===== src/rtl/pattern_serializer_101101.sv =====
// Serial pattern transmitter feeding the 101101 sequence detectors.
// Bursts of PAT_LEN-bit frames, MSB first, separated by GAP idle-zero cycles.
// X/valid/bit_idx are decoded from state; busy/done/frames_sent are registered.
module pattern_serializer_101101 #(
  parameter int                 PAT_LEN = 6,
  parameter logic [PAT_LEN-1:0] PATTERN = 6'b101101,
  parameter int                 GAP     = 2
) (
  input  logic       clk,
  input  logic       reset,
  input  logic       start,
  input  logic [3:0] count,
  input  logic       stop,
  input  logic       err_inject,
  output logic       X,
  output logic       valid,
  output logic       busy,
  output logic       done,
  output logic [2:0] bit_idx,
  output logic [3:0] frames_sent
);

  typedef enum logic [1:0] {S_IDLE, S_SHIFT, S_GAP, S_DONE} state_t;

  localparam logic [2:0] LAST_IDX = 3'(PAT_LEN - 1);
  // Gap counter counts down to zero, so it starts at GAP-1 (unused when GAP=0).
  localparam logic [2:0] GAP_LAST = (GAP == 0) ? 3'd0 : 3'(GAP - 1);

  state_t             state_q;
  logic [PAT_LEN-1:0] shreg_q;
  logic [2:0]         idx_q;
  logic [2:0]         gap_q;
  logic [3:0]         count_q;
  logic [3:0]         frames_q;
  logic               stop_q;
  logic               err_q;
  logic               busy_q;
  logic               done_q;

  logic [PAT_LEN-1:0] load_start_d;
  logic [PAT_LEN-1:0] load_d;
  logic [3:0]         frames_d;
  logic               last_bit;
  logic               complete;

  // Frame reload values (LSB optionally corrupted) and end-of-burst decision.
  always_comb begin
    load_start_d = PATTERN ^ {{(PAT_LEN-1){1'b0}}, err_inject};
    load_d       = PATTERN ^ {{(PAT_LEN-1){1'b0}}, err_q};
    frames_d     = frames_q + 4'd1;
    last_bit     = (idx_q == 3'd0);
    // A stop arriving on the last bit still counts: the frame is complete either way.
    complete     = (count_q != 4'd0) ? (frames_d == count_q) : (stop_q | stop);
  end

  // Burst sequencer: IDLE -> SHIFT (-> GAP -> SHIFT)* -> DONE -> IDLE.
  always_ff @(posedge clk) begin
    if (!reset) begin
      state_q  <= S_IDLE;
      shreg_q  <= '0;
      idx_q    <= 3'd0;
      gap_q    <= 3'd0;
      count_q  <= 4'd0;
      frames_q <= 4'd0;
      stop_q   <= 1'b0;
      err_q    <= 1'b0;
      busy_q   <= 1'b0;
      done_q   <= 1'b0;
    end else begin
      case (state_q)
        S_IDLE: begin
          done_q <= 1'b0;
          if (start) begin
            count_q  <= count;
            err_q    <= err_inject;
            shreg_q  <= load_start_d;
            idx_q    <= LAST_IDX;
            frames_q <= 4'd0;
            stop_q   <= 1'b0;
            busy_q   <= 1'b1;
            state_q  <= S_SHIFT;
          end
        end
        S_SHIFT: begin
          if (stop) stop_q <= 1'b1;
          if (last_bit) begin
            frames_q <= frames_d;
            if (complete) begin
              stop_q  <= 1'b0;
              busy_q  <= 1'b0;
              done_q  <= 1'b1;
              state_q <= S_DONE;
            end else if (GAP == 0) begin
              shreg_q <= load_d;
              idx_q   <= LAST_IDX;
            end else begin
              gap_q   <= GAP_LAST;
              state_q <= S_GAP;
            end
          end else begin
            shreg_q <= shreg_q << 1;
            idx_q   <= idx_q - 3'd1;
          end
        end
        S_GAP: begin
          if (stop) stop_q <= 1'b1;
          if (gap_q == 3'd0) begin
            shreg_q <= load_d;
            idx_q   <= LAST_IDX;
            state_q <= S_SHIFT;
          end else begin
            gap_q <= gap_q - 3'd1;
          end
        end
        S_DONE: begin
          done_q  <= 1'b0;
          state_q <= S_IDLE;
        end
        default: state_q <= S_IDLE;
      endcase
    end
  end

  // Moore decode of the serial outputs from state and shift register only.
  always_comb begin
    valid   = (state_q == S_SHIFT);
    X       = valid & shreg_q[PAT_LEN-1];
    bit_idx = valid ? idx_q : 3'd0;
  end

  assign busy        = busy_q;
  assign done        = done_q;
  assign frames_sent = frames_q;

endmodule


===== config.mk =====
export PLATFORM = sky130hd
export DESIGN_NAME = pattern_serializer_101101
export DESIGN_NICKNAME = d
export VERILOG_FILES = /design/src/rtl/pattern_serializer_101101.sv
export SDC_FILE = /design/constraint.sdc
export NUM_CORES = 1
export LEC_CHECK = 0
export ABC_CLOCK_PERIOD_IN_PS = 1900
export CORE_UTILIZATION = 48
export DETAILED_ROUTE_END_ITERATION = 8
export PLACE_DENSITY = 0.82
export SLEW_MARGIN = 20
export SYNTH_ARGS = -nofsm -noshare
export SYNTH_HDL_FRONTEND = slang
export SYNTH_SLANG_ARGS = --single-unit
export TNS_END_PERCENT = 10

===== constraint.sdc =====
create_clock -name clk -period 1.9 [get_ports clk]
set_input_delay 0.19 -clock clk [delete_from_list [all_inputs] [get_ports clk]]
set_output_delay 0.19 -clock clk [all_outputs]
set_load 0.05 [all_outputs]

# ---- Yosys cells after proc, flatten, opt, wreduce, memory -nomap -nowiden
# Index checks and enable logic that the tools add are counted.
dict set report totals {
  reg_bits 26
  inputBits 9
  output_inout_bits 11
  word_cells 79
}
dict set report op_classes {
  add_sub_neg 3
  eq_ne 11
  mux 34
  bitwise_logic 4
  n_reduce_logical 17
}
# op count
set op_table {}
lappend op_table {{$mux 3} 7}
lappend op_table {{$mux 6} 3}
lappend op_table {{$pmux 6 s3} 1}
lappend op_table {{$reduce_and 4->1} 3}
lappend op_table {{$mux 1} 11}
lappend op_table {{$ne 2x2->1 const B} 5}
lappend op_table {{$pmux 3 s3} 1}
lappend op_table {{$reduce_and 3->1} 3}
lappend op_table {{$mux 4} 2}
lappend op_table {{$not 1->4} 2}
lappend op_table {{$pmux 2 s4} 1}
lappend op_table {{$pmux 4 s2} 1}
lappend op_table {{$logic_not 3->1} 2}
lappend op_table {{$mux 2} 3}
lappend op_table {{$pmux 3 s2} 1}
lappend op_table {{$reduce_bool 2->1} 3}
lappend op_table {{$sub 3x1->3 const B} 2}
lappend op_table {{$add 4x1->4 const B} 1}
lappend op_table {{$eq 2x2->1 const B} 2}
lappend op_table {{$eq 4x4->1} 1}
lappend op_table {{$ne 2x1->1 const B} 2}
lappend op_table {{$pmux 1 s2} 2}
lappend op_table {{$reduce_and 2->1} 2}
lappend op_table {{$reduce_bool 4->1} 1}
lappend op_table {{other kinds (7)} 7}

# ---- Longest topological paths before layout
dict set report depth {
  ltp_word 6
  mapped_depth 9
  mapped_depth_nobuf 7
}

# ---- Least setup slack after synthesis
# No wires, ideal clock.
dict set report synth_timing {
  path_kind {reg-to-reg}
  start {reg state_q[1]}
  end {reg idx_q[0]}
  setup_ns 0.169
  arrival_time_ns 2.230
  t_required_ns 1.731
  path_slack_ns -0.499
  path_stages_with_launch 7
  path_buffers 1
  period_less_slack_ns 2.399
  path_cell_list {dfxtp_1 inv_1 ha_1 clkbuf_1 inv_1 nor2_1 a211oi_1}
}
dict set report synth_via {
  elab_chain_len 3
  word_cells_on_any_way 9
  classes_between {5 x eq/ne; 1 x mux; 3 x reduce/logical}
}
# item line_no
set synth_lines {}
lappend synth_lines {{start, declared} 29} ;# state_t state_q;
lappend synth_lines {{start signal, assigned} 59} ;# state_q <= S_IDLE;
lappend synth_lines {{start signal, assigned} 81} ;# state_q <= S_SHIFT;
lappend synth_lines {{start signal, assigned} 92} ;# state_q <= S_DONE;
lappend synth_lines {{$eq 2x1->1 *} n/a}
lappend synth_lines {{named net valid} 16} ;# output logic valid,
lappend synth_lines {{$ne 2x2->1 (no source line) or $reduce_bool 3->1 (tied branches)} n/a}
lappend synth_lines {{$reduce_and 4->1 (no source line)} n/a}
lappend synth_lines {{end signal, assigned} 102} ;# idx_q <= idx_q - 3'd1;
lappend synth_lines {{end, declared} 31} ;# logic [2:0] idx_q;
# Mark *: on every way through the listed nets, which the timed path passes. The rest lies on a longest branch.
# A chain may end at the register's enable or synchronous reset.

# ---- Worst setup path in the final report
dict set report layout_timing {
  start {reg frames_q[0], in the netlist frames_sent[0]}
  end {out frames_sent[0]}
}
# item line_no
set layout_lines {}
lappend layout_lines {{start, declared} 34} ;# logic [3:0] frames_q;
lappend layout_lines {{start signal, assigned} 87} ;# frames_q <= frames_d;
lappend layout_lines {{end, declared} 20} ;# output logic [3:0] frames_sent
# No word-level cell between the ends.

==> impl_metrics.csv <==
group,metric,value,unit
detailed_routing,vias,1395,
yosys,yosysMostFrequentCell,"dfxtp_1",
timing,max_freq,0.5538,GHz
clock_tree,clk_pin_slew,0.15,ns
power,internal_power,1.644,mW
finish,stdcell_area,0.001907,mm²
detailed_routing,drtAntennaViolNets,0,
die,start_util,51.33,%
detailed_routing,drt-pass1-iter-count,4,
min_path,holdCritPathClass,"input pin to flop",
yosys,netlist.area_leader.share,36.46,%
yosys,synth_top_cell_by_area,"dfxtp_1",
global_routing,grt.overflow.total,0,
critical_path,worst_ep_arrival_time,1.62,ns
timing,worstMarginPinSlew,0.4925,ns
die,num_rows,19,
power,power.switching,1.293,mW
finish,drive_gt1_share,19.23,%
critical_path,cp_cell_sequence,"buf_4, clkdlybuf4s50_1",
finish,nets,228,
timing,slew_viol_final,0,
job,maxCapViolations,0,
detailed_routing,drc_errors,0,
global_routing,grt_pass1_wl,5865,µm
die,ios,20,
detailed_routing,first_iter_violations,74,
global_routing,grt_antenna_before_repair,0,
clock_tree,cts_buffer_depth,2,
yosys,async_flop_share,0,%
yosys,syn-num-nets,196,
clock_tree,root_buffer,"clkbuf_4",
critical_path,cp-start-kind,"flop",
yosys,avgSynthCellArea,8.066,µm²
yosys,ys_seq_area_share,36.46,%
clock_tree,cts.sinks,26,
power,powerDensity,1541,mW/mm²
outcome,status,"complete, no violations",
placed_design,hpwl,2593,µm
detailed_routing,vias_per_cell,5.837,
yosys,netlist_area,0.001428,mm²
finish,n_fill_cell,212,
detailed_routing,drt_wl_total,3554,µm
critical_path,r2r_slack,0.14,ns
timing,slew_headroom,67.07,%
yosys,synth.area.top_cells,"dfxtp_1 (36%), ha_1 (8.8%), a21oi_1 (6.3%)",
global_routing,grt.total_usage,23.03,%
clock_tree,cts_max_level,1,
yosys,synth-seq-cells,26,
critical_path,slowest_delay,0.78,ns
yosys,ys_top_cells_by_count,"dfxtp_1 (26), nand2_1 (19), a21oi_1 (18), nand3_1 (14), nor2_1 (13)",
yosys,yosys_warnings,0,
die,dieArea,0.003196,mm²
finish,num_antenna_cells,0,
global_routing,grt_max_degree,16,
power,pwr-share-comb,60.0,%
clock_tree,numCtsBuffers,3,
placed_design,gp_congestion,0.8925,
power,finalPower,2.938,mW
timing,rsz0062_at_grt,"no",
timing,fin_crit,1.806,ns
finish,syn2layout_area_growth,33.57,%
die,die_w,56.54,µm
critical_path,path_max_fanout,4,
timing,clock-skew-final,0.002887,ns
global_routing,grt_pass1_vias,1331,
detailed_routing,wl_per_cell,14.87,µm
clock_tree,clock_latency,0.32,ns
yosys,synth.distinct_cells,39,
yosys,syn-instance-count,177,
critical_path,cp-end-kind,"output pin",
clock_tree,cts_tree,"built",
power,peakVddDrop,0.001242,V
timing,layout_worst_path_cycle_share,95.04,%
yosys,synthFlopType,"dfxtp_1",
power,p_sw_share,44.03,%
die,design.core.area,0.002781,mm²
critical_path,cp.required,1.71,ns
placed_design,portBuffers,19,
timing,hold_viol,0,
critical_path,crit_type,"flop to output pin",
yosys,synth_edf_count,0,
clock_tree,ctsHoldBuffers,0,
critical_path,crit_family,"buffers and inverters",
power,pwr-share-seq,26.9,%
critical_path,slowest_stage,"clkdlybuf4s50_1",
die,die_h,56.54,µm
critical_path,worst-path-buf-inv,2,
power,p_clk_share,13.1,%
placed_design,placed_area,0.001783,mm²
power,total_leakage_power,0.7384,nW
timing,setup_viol,0,
metal layers:
metal	global-route usage [%]	part of all wire [%]	up-vias	wire, µm
met5	0	0	-	0
met4	10.45	1.5	0	53
met3	3.917	5.6	6	198
met2	38.32	49	61	1759
met1	28.92	43	638	1542
li1	-	-	690	-
flip-flops by register name, summed over array words and instances, names as in the netlist:
register     flops
shreg_q          6
state_q          2
gap_q            3
count_q          4
frames_sent      4
busy             1
stop_q           1
done             1
err_q            1
idx_q            3
metrics by stage:
step           setup slack (ns)  instances  setup TNS [ns]  hold slack, ns  utilization, %
6_report                0.09432        239               0          0.4176           68.56
5_1_grt                 0.03708        239               0          0.4200           68.56
4_1_cts               -0.003258        235       -0.003258          0.4178           65.99
3_5_place_dp            0.06693        231               0          0.4477           64.10
3_3_place_gp             0.1594        231               0          0.4415           64.10
2_1_floorplan          -0.08432        177        -0.09387          0.3284               -
logic make-up after synthesis:
logic type               share of synthesized area, %
AND/OR/NAND/NOR                                 24.37
AO/OA/AOI/OAI                                   21.56
flip-flops                                      36.46
buffers and inverters                           4.469
adder cells (fa/ha/maj)                         8.764
XOR/XNOR                                        3.681
multiplexers                                   0.7012
repair_timing:
item                                    in CTS  in global routing
buffers inserted                             0                  4
pin swaps                                    0                  3
endpoints found under the setup margin       1                 15
gates resized for setup                      0                  9
endpoints found under the hold margin        0                  0
placed cells by master (no fill, tap or decap), types with 2 or more instances in the layout:
cell type,n
a211oi_1,5
a21oi_1,18
buf_12,6
buf_4,14
clkbuf_4,3
clkdlybuf4s50_1,14
dfxtp_1,22
dfxtp_2,3
ha_1,8
ha_4,2
inv_1,9
nand2_1,19
nand2b_1,5
nand3_1,13
nand3b_1,2
nor2_1,10
nor2_2,3
nor2b_1,4
nor3_1,5
o211ai_1,3
o21ai_0,7
o32ai_1,2
or3_1,2
xnor2_1,4
xor2_1,2
worst register-to-register path: stages, from the launching register on:
cell	delay, ns
dfxtp_4	0.39
ha_4	0.24
xnor2_1	0.16
nand3_1	0.13
o31a_2	0.35
a211o_1	0.31
a21oi_2	0.12
area by class of cell:
class / instances / area, µm² / share of cell area [%]
clock buffers: 3 / 22.52 / 1.181
inverters: 9 / 33.78 / 1.772
repair buffers: 34 / 365.4 / 19.16
clock inverters: 1 / 30.03 / 1.575
multi-input cells: 135 / 888.4 / 46.59
flip-flops and latches: 26 / 528.0 / 27.69
well taps: 31 / 38.79 / 2.034
power groups by stage:
stage / Sequential, mW / Combinational [mW] / Clock, mW
after floorplan: 0.816 / 1.07 / 0
after global placement: 0.782 / 1.60 / 0
final: 0.791 / 1.76 / 0.384
after detailed placement: 0.791 / 1.64 / 0
after CTS: 0.780 / 1.65 / 0.387
after global routing: 0.808 / 1.91 / 0.418
final timing paths:
kind	start	end	cells after the start
worst min register to register	shreg_q[1]	shreg_q[1]	2
worst max register to register	frames_sent[0]	state_q[0]	6
worst min-delay path	count[2]	count_q[2]	3
worst max-delay path	frames_sent[0]	frames_sent[0]	2
Power figures use the tool's default switching activity.
